**config.mk**
```make
export PLATFORM = sky130hd
export DESIGN_NAME = fram_state_logger_flat
export DESIGN_NICKNAME = d
export VERILOG_FILES = /design/src/rtl/fram_state_logger_pkg.sv /design/src/rtl/fram_state_logger_if.sv /design/src/rtl/fram_state_logger_shifter.sv /design/src/rtl/fram_state_logger.sv /design/src/flat_wrapper.sv
export SDC_FILE = /design/constraint.sdc
export NUM_CORES = 1
export LEC_CHECK = 0
export BUFFER_PORTS_ARGS = -buffer_cell sky130_fd_sc_hd__buf_2
export CAP_MARGIN = 20
export CELL_PAD_IN_SITES_DETAIL_PLACEMENT = 1
export CELL_PAD_IN_SITES_GLOBAL_PLACEMENT = 2
export CORE_UTILIZATION = 36
export DETAILED_ROUTE_END_ITERATION = 8
export GPL_TIMING_DRIVEN = 0
export MAX_ROUTING_LAYER = met4
export PLACE_DENSITY = 0.75
export SYNTH_ARGS = -nofsm -noshare
export SYNTH_HDL_FRONTEND = slang
export SYNTH_SLANG_ARGS = --single-unit
export TNS_END_PERCENT = 1
```
**constraint.sdc**
```tcl
create_clock -name clk_model -period 1.9 [get_ports clk_model]
set_input_delay 0.285 -clock clk_model [delete_from_list [all_inputs] [get_ports clk_model]]
set_output_delay 0.285 -clock clk_model [all_outputs]
set_load 0.02 [all_outputs]
```
**src/rtl/fram_state_logger_pkg.sv**
```systemverilog
// Shared FRAM definitions: opcodes, snapshot record layout and the
// logger state encoding, also used by the speech reader.
package fram_pkg;

   localparam logic [7:0] FRAM_OP_WREN  = 8'h06;
   localparam logic [7:0] FRAM_OP_WRITE = 8'h02;
   localparam logic [7:0] FRAM_OP_READ  = 8'h03;

   localparam int SNAPSHOT_BYTES = 4;
   localparam int WR_BITS = 8 * (3 + SNAPSHOT_BYTES);

   typedef enum logic [2:0] {
      ST_IDLE  = 3'd0,
      ST_REQ   = 3'd1,
      ST_WREN  = 3'd2,
      ST_GAP   = 3'd3,
      ST_WRITE = 3'd4,
      ST_DONE  = 3'd5
   } state_e;

   typedef struct packed {
      logic [7:0] b0;
      logic [7:0] b1;
      logic [7:0] b2;
      logic [7:0] b3;
   } snap_t;

   function automatic snap_t pack_snap(
      input logic [7:0] es,
      input logic [7:0] act,
      input logic [1:0] stage,
      input logic [9:0] nt
   );
      snap_t s;
      s.b0 = es;
      s.b1 = act;
      s.b2 = {stage, 4'b0000, nt[9:8]};
      s.b3 = nt[7:0];
      return s;
   endfunction

endpackage

```
**src/rtl/fram_state_logger_if.sv**
```systemverilog
// Request/status and SPI signals of the FRAM state logger.
// slave = logger side, master = requester/arbiter/FRAM side.
interface fram_state_logger_if #(
   parameter int NUM_SLOTS = 8
);
   localparam int SW = $clog2(NUM_SLOTS);

   logic          start;
   logic [7:0]    emotional_state;
   logic [7:0]    action;
   logic [1:0]    development_stage;
   logic [9:0]    neurotransmitter_level;
   logic          bus_gnt;
   logic          bus_req;
   logic          spi_sck;
   logic          spi_cs;
   logic          spi_mosi;
   logic          busy;
   logic          done;
   logic [SW-1:0] slot;
   logic          overrun;

   modport master (
      output start, emotional_state, action,
      output development_stage, neurotransmitter_level,
      output bus_gnt,
      input  bus_req, spi_sck, spi_cs, spi_mosi,
      input  busy, done, slot, overrun
   );

   modport slave (
      input  start, emotional_state, action,
      input  development_stage, neurotransmitter_level,
      input  bus_gnt,
      output bus_req, spi_sck, spi_cs, spi_mosi,
      output busy, done, slot, overrun
   );

endinterface

```
**src/rtl/fram_state_logger_shifter.sv**
```systemverilog
// Mode-0 SPI serializer: two cycles per bit, sck low then high,
// MSB first, up to 56 bits per load.
module spi_tx_shifter (
   input  logic        clk_i,
   input  logic        rst_ni,
   input  logic        load_i,
   input  logic [55:0] data_i,
   input  logic [5:0]  nbits_i,
   output logic        sck_o,
   output logic        mosi_o,
   output logic        last_o
);

   logic [55:0] sr_q, sr_d;
   logic [5:0]  cnt_q, cnt_d;
   logic        ph_q, ph_d;
   logic        act_q, act_d;
   logic        sck_q, sck_d;
   logic        mosi_q, mosi_d;

   assign last_o = act_q & ph_q & (cnt_q == 6'd1);
   assign sck_o  = sck_q;
   assign mosi_o = mosi_q;

   // shift/phase sequencing; mosi drops to 0 once the last bit ends
   always_comb begin
      sr_d   = sr_q;
      cnt_d  = cnt_q;
      ph_d   = ph_q;
      act_d  = act_q;
      sck_d  = sck_q;
      mosi_d = mosi_q;
      if (load_i) begin
         sr_d   = data_i;
         cnt_d  = nbits_i;
         ph_d   = 1'b0;
         act_d  = 1'b1;
         sck_d  = 1'b0;
         mosi_d = data_i[55];
      end else if (act_q) begin
         if (!ph_q) begin
            ph_d  = 1'b1;
            sck_d = 1'b1;
         end else if (last_o) begin
            act_d  = 1'b0;
            ph_d   = 1'b0;
            sck_d  = 1'b0;
            mosi_d = 1'b0;
         end else begin
            sr_d   = sr_q << 1;
            cnt_d  = cnt_q - 6'd1;
            ph_d   = 1'b0;
            sck_d  = 1'b0;
            mosi_d = sr_q[54];
         end
      end
   end

   // shifter registers
   always_ff @(posedge clk_i or negedge rst_ni) begin
      if (!rst_ni) begin
         sr_q   <= '0;
         cnt_q  <= '0;
         ph_q   <= 1'b0;
         act_q  <= 1'b0;
         sck_q  <= 1'b0;
         mosi_q <= 1'b0;
      end else begin
         sr_q   <= sr_d;
         cnt_q  <= cnt_d;
         ph_q   <= ph_d;
         act_q  <= act_d;
         sck_q  <= sck_d;
         mosi_q <= mosi_d;
      end
   end

endmodule

```
**src/rtl/fram_state_logger.sv**
```systemverilog
// Writes 4-byte state snapshots into a ring of FRAM slots:
// bus request, WREN, cs gap, WRITE with address and record.
module fram_state_logger
   import fram_pkg::*;
#(
   parameter logic [15:0] BASE_ADDR = 16'h7F00,
   parameter int          NUM_SLOTS = 8
) (
   input logic               clk_model,
   input logic               rst_n,
   fram_state_logger_if.slave bus
);

   localparam int SW = $clog2(NUM_SLOTS);

   state_e        state_q, state_d;
   snap_t         rec_q, rec_d;
   logic [SW-1:0] slot_q, slot_d;
   logic          gap_q, gap_d;
   logic          ovr_q, ovr_d;
   logic          req_q, req_d;
   logic          cs_q, cs_d;
   logic          busy_q, busy_d;
   logic          done_q, done_d;

   logic          ld;
   logic [55:0]   ld_data;
   logic [5:0]    ld_bits;
   logic          sh_last;
   logic          sh_sck;
   logic          sh_mosi;
   logic [15:0]   addr;

   assign addr = BASE_ADDR + 16'({slot_q, 2'b00});

   spi_tx_shifter u_shift (
      .clk_i   (clk_model),
      .rst_ni  (rst_n),
      .load_i  (ld),
      .data_i  (ld_data),
      .nbits_i (ld_bits),
      .sck_o   (sh_sck),
      .mosi_o  (sh_mosi),
      .last_o  (sh_last)
   );

   // state, record, slot and registered outputs
   always_ff @(posedge clk_model or negedge rst_n) begin
      if (!rst_n) begin
         state_q <= ST_IDLE;
         rec_q   <= '0;
         slot_q  <= '0;
         gap_q   <= 1'b0;
         ovr_q   <= 1'b0;
         req_q   <= 1'b0;
         cs_q    <= 1'b1;
         busy_q  <= 1'b0;
         done_q  <= 1'b0;
      end else begin
         state_q <= state_d;
         rec_q   <= rec_d;
         slot_q  <= slot_d;
         gap_q   <= gap_d;
         ovr_q   <= ovr_d;
         req_q   <= req_d;
         cs_q    <= cs_d;
         busy_q  <= busy_d;
         done_q  <= done_d;
      end
   end

   // next state; loads the shifter on entry to WREN and WRITE
   always_comb begin
      state_d = state_q;
      rec_d   = rec_q;
      slot_d  = slot_q;
      gap_d   = 1'b0;
      ovr_d   = ovr_q | (bus.start & (state_q != ST_IDLE));
      ld      = 1'b0;
      ld_data = {FRAM_OP_WREN, 48'h0};
      ld_bits = 6'd8;
      unique case (state_q)
         ST_IDLE: begin
            if (bus.start) begin
               state_d = ST_REQ;
               rec_d   = pack_snap(bus.emotional_state, bus.action,
                                   bus.development_stage,
                                   bus.neurotransmitter_level);
            end
         end
         ST_REQ: begin
            if (bus.bus_gnt) begin
               state_d = ST_WREN;
               ld      = 1'b1;
            end
         end
         ST_WREN: begin
            if (sh_last) state_d = ST_GAP;
         end
         ST_GAP: begin
            gap_d = ~gap_q;
            if (gap_q) begin
               state_d = ST_WRITE;
               ld      = 1'b1;
               ld_data = {FRAM_OP_WRITE, addr, rec_q};
               ld_bits = 6'(WR_BITS);
            end
         end
         ST_WRITE: begin
            if (sh_last) state_d = ST_DONE;
         end
         ST_DONE: begin
            state_d = ST_IDLE;
            slot_d  = slot_q + 1'b1;
         end
         default: state_d = ST_IDLE;
      endcase
   end

   // outputs decoded from the next state so they are registered
   always_comb begin
      req_d  = state_d inside {ST_REQ, ST_WREN, ST_GAP, ST_WRITE};
      cs_d   = !(state_d inside {ST_WREN, ST_WRITE});
      busy_d = state_d != ST_IDLE;
      done_d = state_d == ST_DONE;
   end

   assign bus.bus_req  = req_q;
   assign bus.spi_sck  = sh_sck;
   assign bus.spi_cs   = cs_q;
   assign bus.spi_mosi = sh_mosi;
   assign bus.busy     = busy_q;
   assign bus.done     = done_q;
   assign bus.slot     = slot_q;
   assign bus.overrun  = ovr_q;

endmodule

```
**src/flat_wrapper.sv**
```systemverilog
// flat-port wrapper written by rule: the top's interface ports become plain ports
module fram_state_logger_flat import fram_pkg::*;
#(
   parameter logic [15:0] BASE_ADDR = 16'h7F00,
   parameter int          NUM_SLOTS = 8
)
  (clk_model, rst_n, bus_start, bus_emotional_state, bus_action, bus_development_stage, bus_neurotransmitter_level, bus_bus_gnt, bus_bus_req, bus_spi_sck, bus_spi_cs, bus_spi_mosi, bus_busy, bus_done, bus_slot, bus_overrun);
  fram_state_logger_if #(.NUM_SLOTS(NUM_SLOTS)) bus_i ();
  input logic clk_model;
  input logic rst_n;
  input wire logic [$bits(bus_i.start)-1:0] bus_start;
  input wire logic [$bits(bus_i.emotional_state)-1:0] bus_emotional_state;
  input wire logic [$bits(bus_i.action)-1:0] bus_action;
  input wire logic [$bits(bus_i.development_stage)-1:0] bus_development_stage;
  input wire logic [$bits(bus_i.neurotransmitter_level)-1:0] bus_neurotransmitter_level;
  input wire logic [$bits(bus_i.bus_gnt)-1:0] bus_bus_gnt;
  output wire logic [$bits(bus_i.bus_req)-1:0] bus_bus_req;
  output wire logic [$bits(bus_i.spi_sck)-1:0] bus_spi_sck;
  output wire logic [$bits(bus_i.spi_cs)-1:0] bus_spi_cs;
  output wire logic [$bits(bus_i.spi_mosi)-1:0] bus_spi_mosi;
  output wire logic [$bits(bus_i.busy)-1:0] bus_busy;
  output wire logic [$bits(bus_i.done)-1:0] bus_done;
  output wire logic [$bits(bus_i.slot)-1:0] bus_slot;
  output wire logic [$bits(bus_i.overrun)-1:0] bus_overrun;
  assign bus_i.start = bus_start;
  assign bus_i.emotional_state = bus_emotional_state;
  assign bus_i.action = bus_action;
  assign bus_i.development_stage = bus_development_stage;
  assign bus_i.neurotransmitter_level = bus_neurotransmitter_level;
  assign bus_i.bus_gnt = bus_bus_gnt;
  assign bus_bus_req = bus_i.bus_req;
  assign bus_spi_sck = bus_i.spi_sck;
  assign bus_spi_cs = bus_i.spi_cs;
  assign bus_spi_mosi = bus_i.spi_mosi;
  assign bus_busy = bus_i.busy;
  assign bus_done = bus_i.done;
  assign bus_slot = bus_i.slot;
  assign bus_overrun = bus_i.overrun;
  fram_state_logger #(.BASE_ADDR(BASE_ADDR), .NUM_SLOTS(NUM_SLOTS)) u_core (.clk_model(clk_model), .rst_n(rst_n), .bus(bus_i));
endmodule
```
Word level (Yosys, flattened, before mapping). Index checks and enable logic that the tools add are counted.

Mux-type cells: 33. Bitwise operators: 5. Equal/unequal tests: 12. Reduce and logical (&&, ||, !) cells: 11. Add/subtract/negate cells: 3.

Operators with widths (count): 2-to-1 mux 55 bit (4); 2-to-1 mux 51 bit (2); 2-to-1 mux 6 bit (6); adder 15 x 5 -> 16 bit, first input constant (1); 2-to-1 mux 3 bit (5); one-hot mux 3 bit (5 select lines) (1); 2-to-1 mux 1 bit (14); == test 3 x 2 -> 1 bit, second input constant (4); == test 3 bit, second input constant (4); == test 3 x 1 -> 1 bit, second input constant (2); == test 6 x 1 -> 1 bit, second input constant (1); nonzero test 2 bit (3); nonzero test 3 bit (2); subtractor 6 x 1 -> 6 bit, second input constant (1); AND reduction 2 bit (2); nonzero test 4 bit (1); adder 3 x 1 -> 3 bit, second input constant (1); AND 1 bit (3); zero test 3 bit (1); AND reduction 3 bit (1); != test 2 x 1 -> 1 bit, second input constant (1); one-hot mux 1 bit (2 select lines) (1); zero test 1 bit (1); inverter 1 bit (1); bitwise OR 1 bit (1).

Input port bits: 32. Flip-flop bits (word level): 104. Output and inout bits: 10. Logic and storage cells: 81.

Depth between registers and ports, before layout.
Word-level depth: 7. Mapped depth: 9. Mapped depth without buffers: 6.

Hierarchy. From an unflattened synthesis, not the netlist that was laid out.

Cells, all modules: 600. Area, all modules: 5990.7 µm².

By module, submodules not included: spi_tx_shifter (instances 1, cells each 454, area an instance 4061.4 µm², sequential area each 1601.5 µm²); fram_state_logger (instances 1, cells each 146, area an instance 1929.4 µm², sequential area each 1002.2 µm²).

Worst setup path after synthesis. OpenSTA, ideal clock, no wires.

Kind: register to register. Start point: register u_core.u_shift.cnt_q[1]. End point: register u_core.u_shift.sr_q[31]. Data required time: 1.774 ns. Arrival time: 1.866 ns. Setup time: 0.126 ns. Cell stages (with the launch flop): 9. Path slack: -0.092 ns. Path buffers: 2. Clock period less this slack: 1.992 ns. Path through: dfrtp_1 > inv_1 > ha_1 > or4b_1 > buf_2 > o21a_4 > buf_6 > and3_1 > a221o_1.

Longest elaborated chain between the ends: 4.

RTL lines: start, declared (line fram_state_logger_shifter.sv:15) `logic [5:0] cnt_q, cnt_d;`; start signal, assigned (line fram_state_logger_shifter.sv:70) `cnt_q <= cnt_d;`; == test 6 x 1 -> 1 bit (line fram_state_logger_shifter.sv:21) `assign last_o = act_q & ph_q & (cnt_q == 6'd1);`; AND 1 bit (line fram_state_logger_shifter.sv:21); != test 2 x 1 -> 1 bit (no source line); AND reduction 3 bit (no source line); end signal, assigned (line fram_state_logger_shifter.sv:69) `sr_q <= sr_d;`; end, declared (line fram_state_logger_shifter.sv:14) `logic [55:0] sr_q, sr_d;`.

Every way passes these cells. A chain may end at the register's enable or synchronous reset.

Final worst setup path.
Start point: register u_core.u_shift.cnt_q[1]. End point: register u_core.u_shift.sr_q[20].

Same word-level chain as after synthesis.

==> metrics.csv <==
stage,metric,value,unit
outcome,status,finished with violations,
outcome,failing checks,negative setup slack,
critical_path,CP bufs+invs,2,
finish,fill count,1263,
grt,antenna violations before repair,0,
grt,vias in the first global route,3332,
critical_path,Max Fanout on Critical Path,8,
place,Final HPWL DP,6.71,mm
clocking,clock root buffer,clkbuf_16,
critical_path,critical setup path kind,reg -> reg,
drt,WL final,10.6,mm
power,leak pwr,2.47,nW
logic_synthesis,register area share after synthesis,59.0,%
clocking,number of CTS-inserted buffers,9,
clocking,Post-CTS Hold Fix Bufs,0,
critical_path,CP max stage delay,0.49,ns
drt,# DRC,0,
clocking,Skew-Pair Late Insertion Delay,0.36,ns
logic_synthesis,synth warn,0,
clocking,H-tree levels,3,
grt,total gr overflow,0,
floorplanning,Core ar.,12000,um^2
clocking,Max clock buf depth,2,
critical_path,WP data arrival,2.31,ns
logic_synthesis,Post-Syn Instances,375,
job,MaxCap Viol Count,0,
logic_synthesis,Yosys reg bits,104,
logic_synthesis,synthesized area per cell,11.8,um^2
sta,"Hold Violations, Final",0,
drt,first-iteration detailed-routing DRC count,143,
drt,WL per Instance,18.2,um
finish,multi-input combinational cell area,1790,um^2
grt,largest net degree at the start of global routing,67,
place,port bufs,41,
finish,register area,2610,um^2
clocking,CTS tree,yes,
grt,Tot GR Track Use,18.4,%
power,Max rail drop VDD,638,uV
floorplanning,site row count,40,
floorplanning,die width,113,um
clocking,clk sinks,104,
critical_path,Critical R2R Launch,u_core.u_shift.cnt_q[1],
finish,Syn-to-layout area delta,22.4,%
floorplanning,die footprint,12700,um^2
sta,Rel. slew slack,43.1,%
sta,fmax,0.481,GHz
floorplanning,io pins,42,
logic_synthesis,Mapped Nets,410,
floorplanning,initial core utilization,36.9,%
critical_path,critical path startpoint,u_core.u_shift.cnt_q[1],
critical_path,crit-path cells,inv_2 > ha_4 > or4b_4 > o21a_4 > buf_6 > and3_4 > a221o_1,
sta,period utilization,110,%
sta,RSZ-0062 raised after global routing,true,
place,routability congestion estimate,0.743,
sta,worst slew pin tran,0.853,ns
finish,Layout Utilization,45.1,%
finish,ANT cells,0,
sta,final slew viol count,0,
power,pwr dens,1790,nW/um^2
hold_path,Hold Path Class,in -> async,
critical_path,Crit path max-delay family,simple AND/OR/NAND/NOR gates,
drt,post-route ant nets,0,
finish,fraction of layout cells with a size suffix above 1,34.7,%
critical_path,Worst Setup Start Kind,register,
drt,routed vias,3179,
drt,vias per cell,5.43,
finish,"Net count, final",469,
critical_path,CP max stage cell,or4b_4,
sta,min cycle time layout,2.08,ns
sta,final setup violation count,56,
drt,First-pass DRT Iterations,4,
critical_path,Worst Path Required,2.13,ns
clocking,clk slew on worst S/H paths,0.07,ns
logic_synthesis,Synth cell types,41,
grt,first-pass GRT wire length,17.3,mm
floorplanning,Die Height,113,um
sta,setup ws final,-0.181,ns
place,placed insts,564,
sta,skew final,0.0110,ns
critical_path,CP Capture Type,register,
logic_synthesis,area of the mapped netlist,4410,um^2
finish,Non-Filler Instances,585,
[path summary, 6_finish.rpt]
check / slack, ns / endpoint / cells past startpoint
worst max-delay path: -0.18 / u_core.u_shift.sr_q[20] / 7
worst min-delay path: 0.04 / u_core.u_shift.sr_q[51] / 1
worst max register to register: -0.18 / u_core.u_shift.sr_q[20] / 7
worst min register to register: 0.47 / u_core.bus.overrun / 1
max in group asynchronous: 1.15 / u_core.rec_q[30] / 2
min in group clk_model: 0.16 / u_core.rec_q[18] / 2
[cell usage in the layout (no fill, tap or decap), types with 9 or more instances in the layout]
cell type,synthesis,layout
buf_4,3,11
nand2_1,38,37
buf_2,10,42
a221o_1,30,30
and3_4,0,24
buf_6,3,10
nand3_1,18,18
clkbuf_16,0,9
a21oi_1,25,25
and3_1,33,9
dfrtp_1,103,102
mux2_2,30,30
[metal layers]
layer	vias to the layer above	share of wire [%]	track usage, %
met4	0	1.8	7.47
met1	1631	45	23.5
met2	57	49	28.4
met5	-	0	-
li1	1475	-	-
met3	16	3.6	4.00
[state kept, by name, indices dropped and copies added, names as in the netlist]
register / flops
u_core.bus.spi_cs: 1
u_core.u_shift.sck_o: 1
u_core.rec_q: 28
u_core.bus.busy: 1
u_core.bus.overrun: 1
u_core.u_shift.mosi_o: 1
u_core.u_shift.sr_q: 55
u_core.u_shift.cnt_q: 6
u_core.bus.done: 1
u_core.bus.slot: 3
u_core.bus.bus_req: 1
u_core.gap_q: 1
u_core.state_q: 3
u_core.u_shift.act_q: 1
[through the flow]
stage / setup TNS (ns) / hold WS, ns / power [mW] / setup WS [ns] / area (um^2)
6_report: -6.59 / 0.0419 / 9.66 / -0.181 / 5400
3_3_place_gp: -82.00 / 0.445 / 7.10 / -0.631 / 4800
5_1_grt: -9.80 / 0.100 / 10.3 / -0.220 / 5400
2_1_floorplan: -3.04 / -0.0106 / 6.15 / -0.0920 / 4410
3_5_place_dp: -19.56 / 0.454 / 7.24 / -0.316 / 4820
4_1_cts: -10.20 / 0.0725 / 9.48 / -0.239 / 5240
[timing repair]
action,4_1_cts,5_1_grt
gates resized for setup,36,43
cloned,2,1
pin swaps,3,9
buffers inserted,3,1
endpoints found under the setup margin,85,84
[layout make-up]
| cell class | instances | share of cell area, % |
|---|---|---|
| repair buffers | 49 | 5.40 |
| plain buffers | 30 | 3.87 |
| multi-input cells | 233 | 33.2 |
| clock buffers | 12 | 4.57 |
| clock inverters | 3 | 0.788 |
| flip-flops and latches | 104 | 48.3 |
| well taps | 147 | 3.41 |
| inverters | 7 | 0.487 |
[power by group]
group | total (mW) | internal, mW | switching (mW)
registers | 3.72 | 3.14 | 0.581
logic | 4.07 | 1.87 | 2.21
clock network | 1.86 | 1.05 | 0.811
[cells in the mapped netlist]
| master | number | share of area, % |
|---|---|---|
| ha_1 | 3 | 0.85 |
| buf_1 | 2 | 0.17 |
| inv_1 | 7 | 0.60 |
| buf_2 | 10 | 1.1 |
| o21ai_0 | 7 | 0.79 |
| and3_1 | 33 | 4.7 |
| xnor2_1 | 5 | 0.99 |
| and2_1 | 2 | 0.28 |
| o22ai_1 | 2 | 0.28 |
| a21o_1 | 1 | 0.17 |
| nand3_1 | 18 | 2.0 |
| mux2_2 | 30 | 7.7 |
| o2bb2ai_1 | 1 | 0.20 |
| dfrtp_1 | 103 | 58 |
| nor2_2 | 1 | 0.14 |
| a221o_1 | 30 | 6.8 |
| a221oi_1 | 1 | 0.20 |
| o21ai_2 | 1 | 0.20 |
| o21a_4 | 1 | 0.34 |
| nor3_1 | 2 | 0.23 |
| nor3b_1 | 1 | 0.17 |
| nor2_1 | 9 | 0.77 |
| or3_1 | 1 | 0.14 |
| a311oi_1 | 1 | 0.20 |
| a31oi_1 | 1 | 0.14 |
| a22oi_1 | 1 | 0.17 |
| or4b_1 | 1 | 0.23 |
| o31ai_1 | 2 | 0.34 |
| dfstp_2 | 1 | 0.60 |
| nand2_1 | 38 | 3.2 |
| a211o_1 | 1 | 0.20 |
| nor2b_1 | 3 | 0.43 |
| a22o_1 | 3 | 0.60 |
| nand2b_1 | 3 | 0.43 |
| a41oi_1 | 1 | 0.20 |
| a21oi_1 | 25 | 2.8 |
| xor2_1 | 2 | 0.40 |
| buf_6 | 3 | 0.77 |
| buf_4 | 3 | 0.51 |
| clkbuf_1 | 13 | 1.1 |
| o211ai_1 | 2 | 0.34 |
[cell families after synthesis]
kind of cell	Yosys count	synth area share [%]
AOI/OAI and AO/OA	81	14.0
xor gates and xnor gates	7	1.39
adders and majority gates	3	0.851
buffers and inverters	38	4.28
DFF	104	59.0
muxes	30	7.66
and+or+nand+nor	112	12.8
Note: power is estimated with default switching activity, not from simulation.
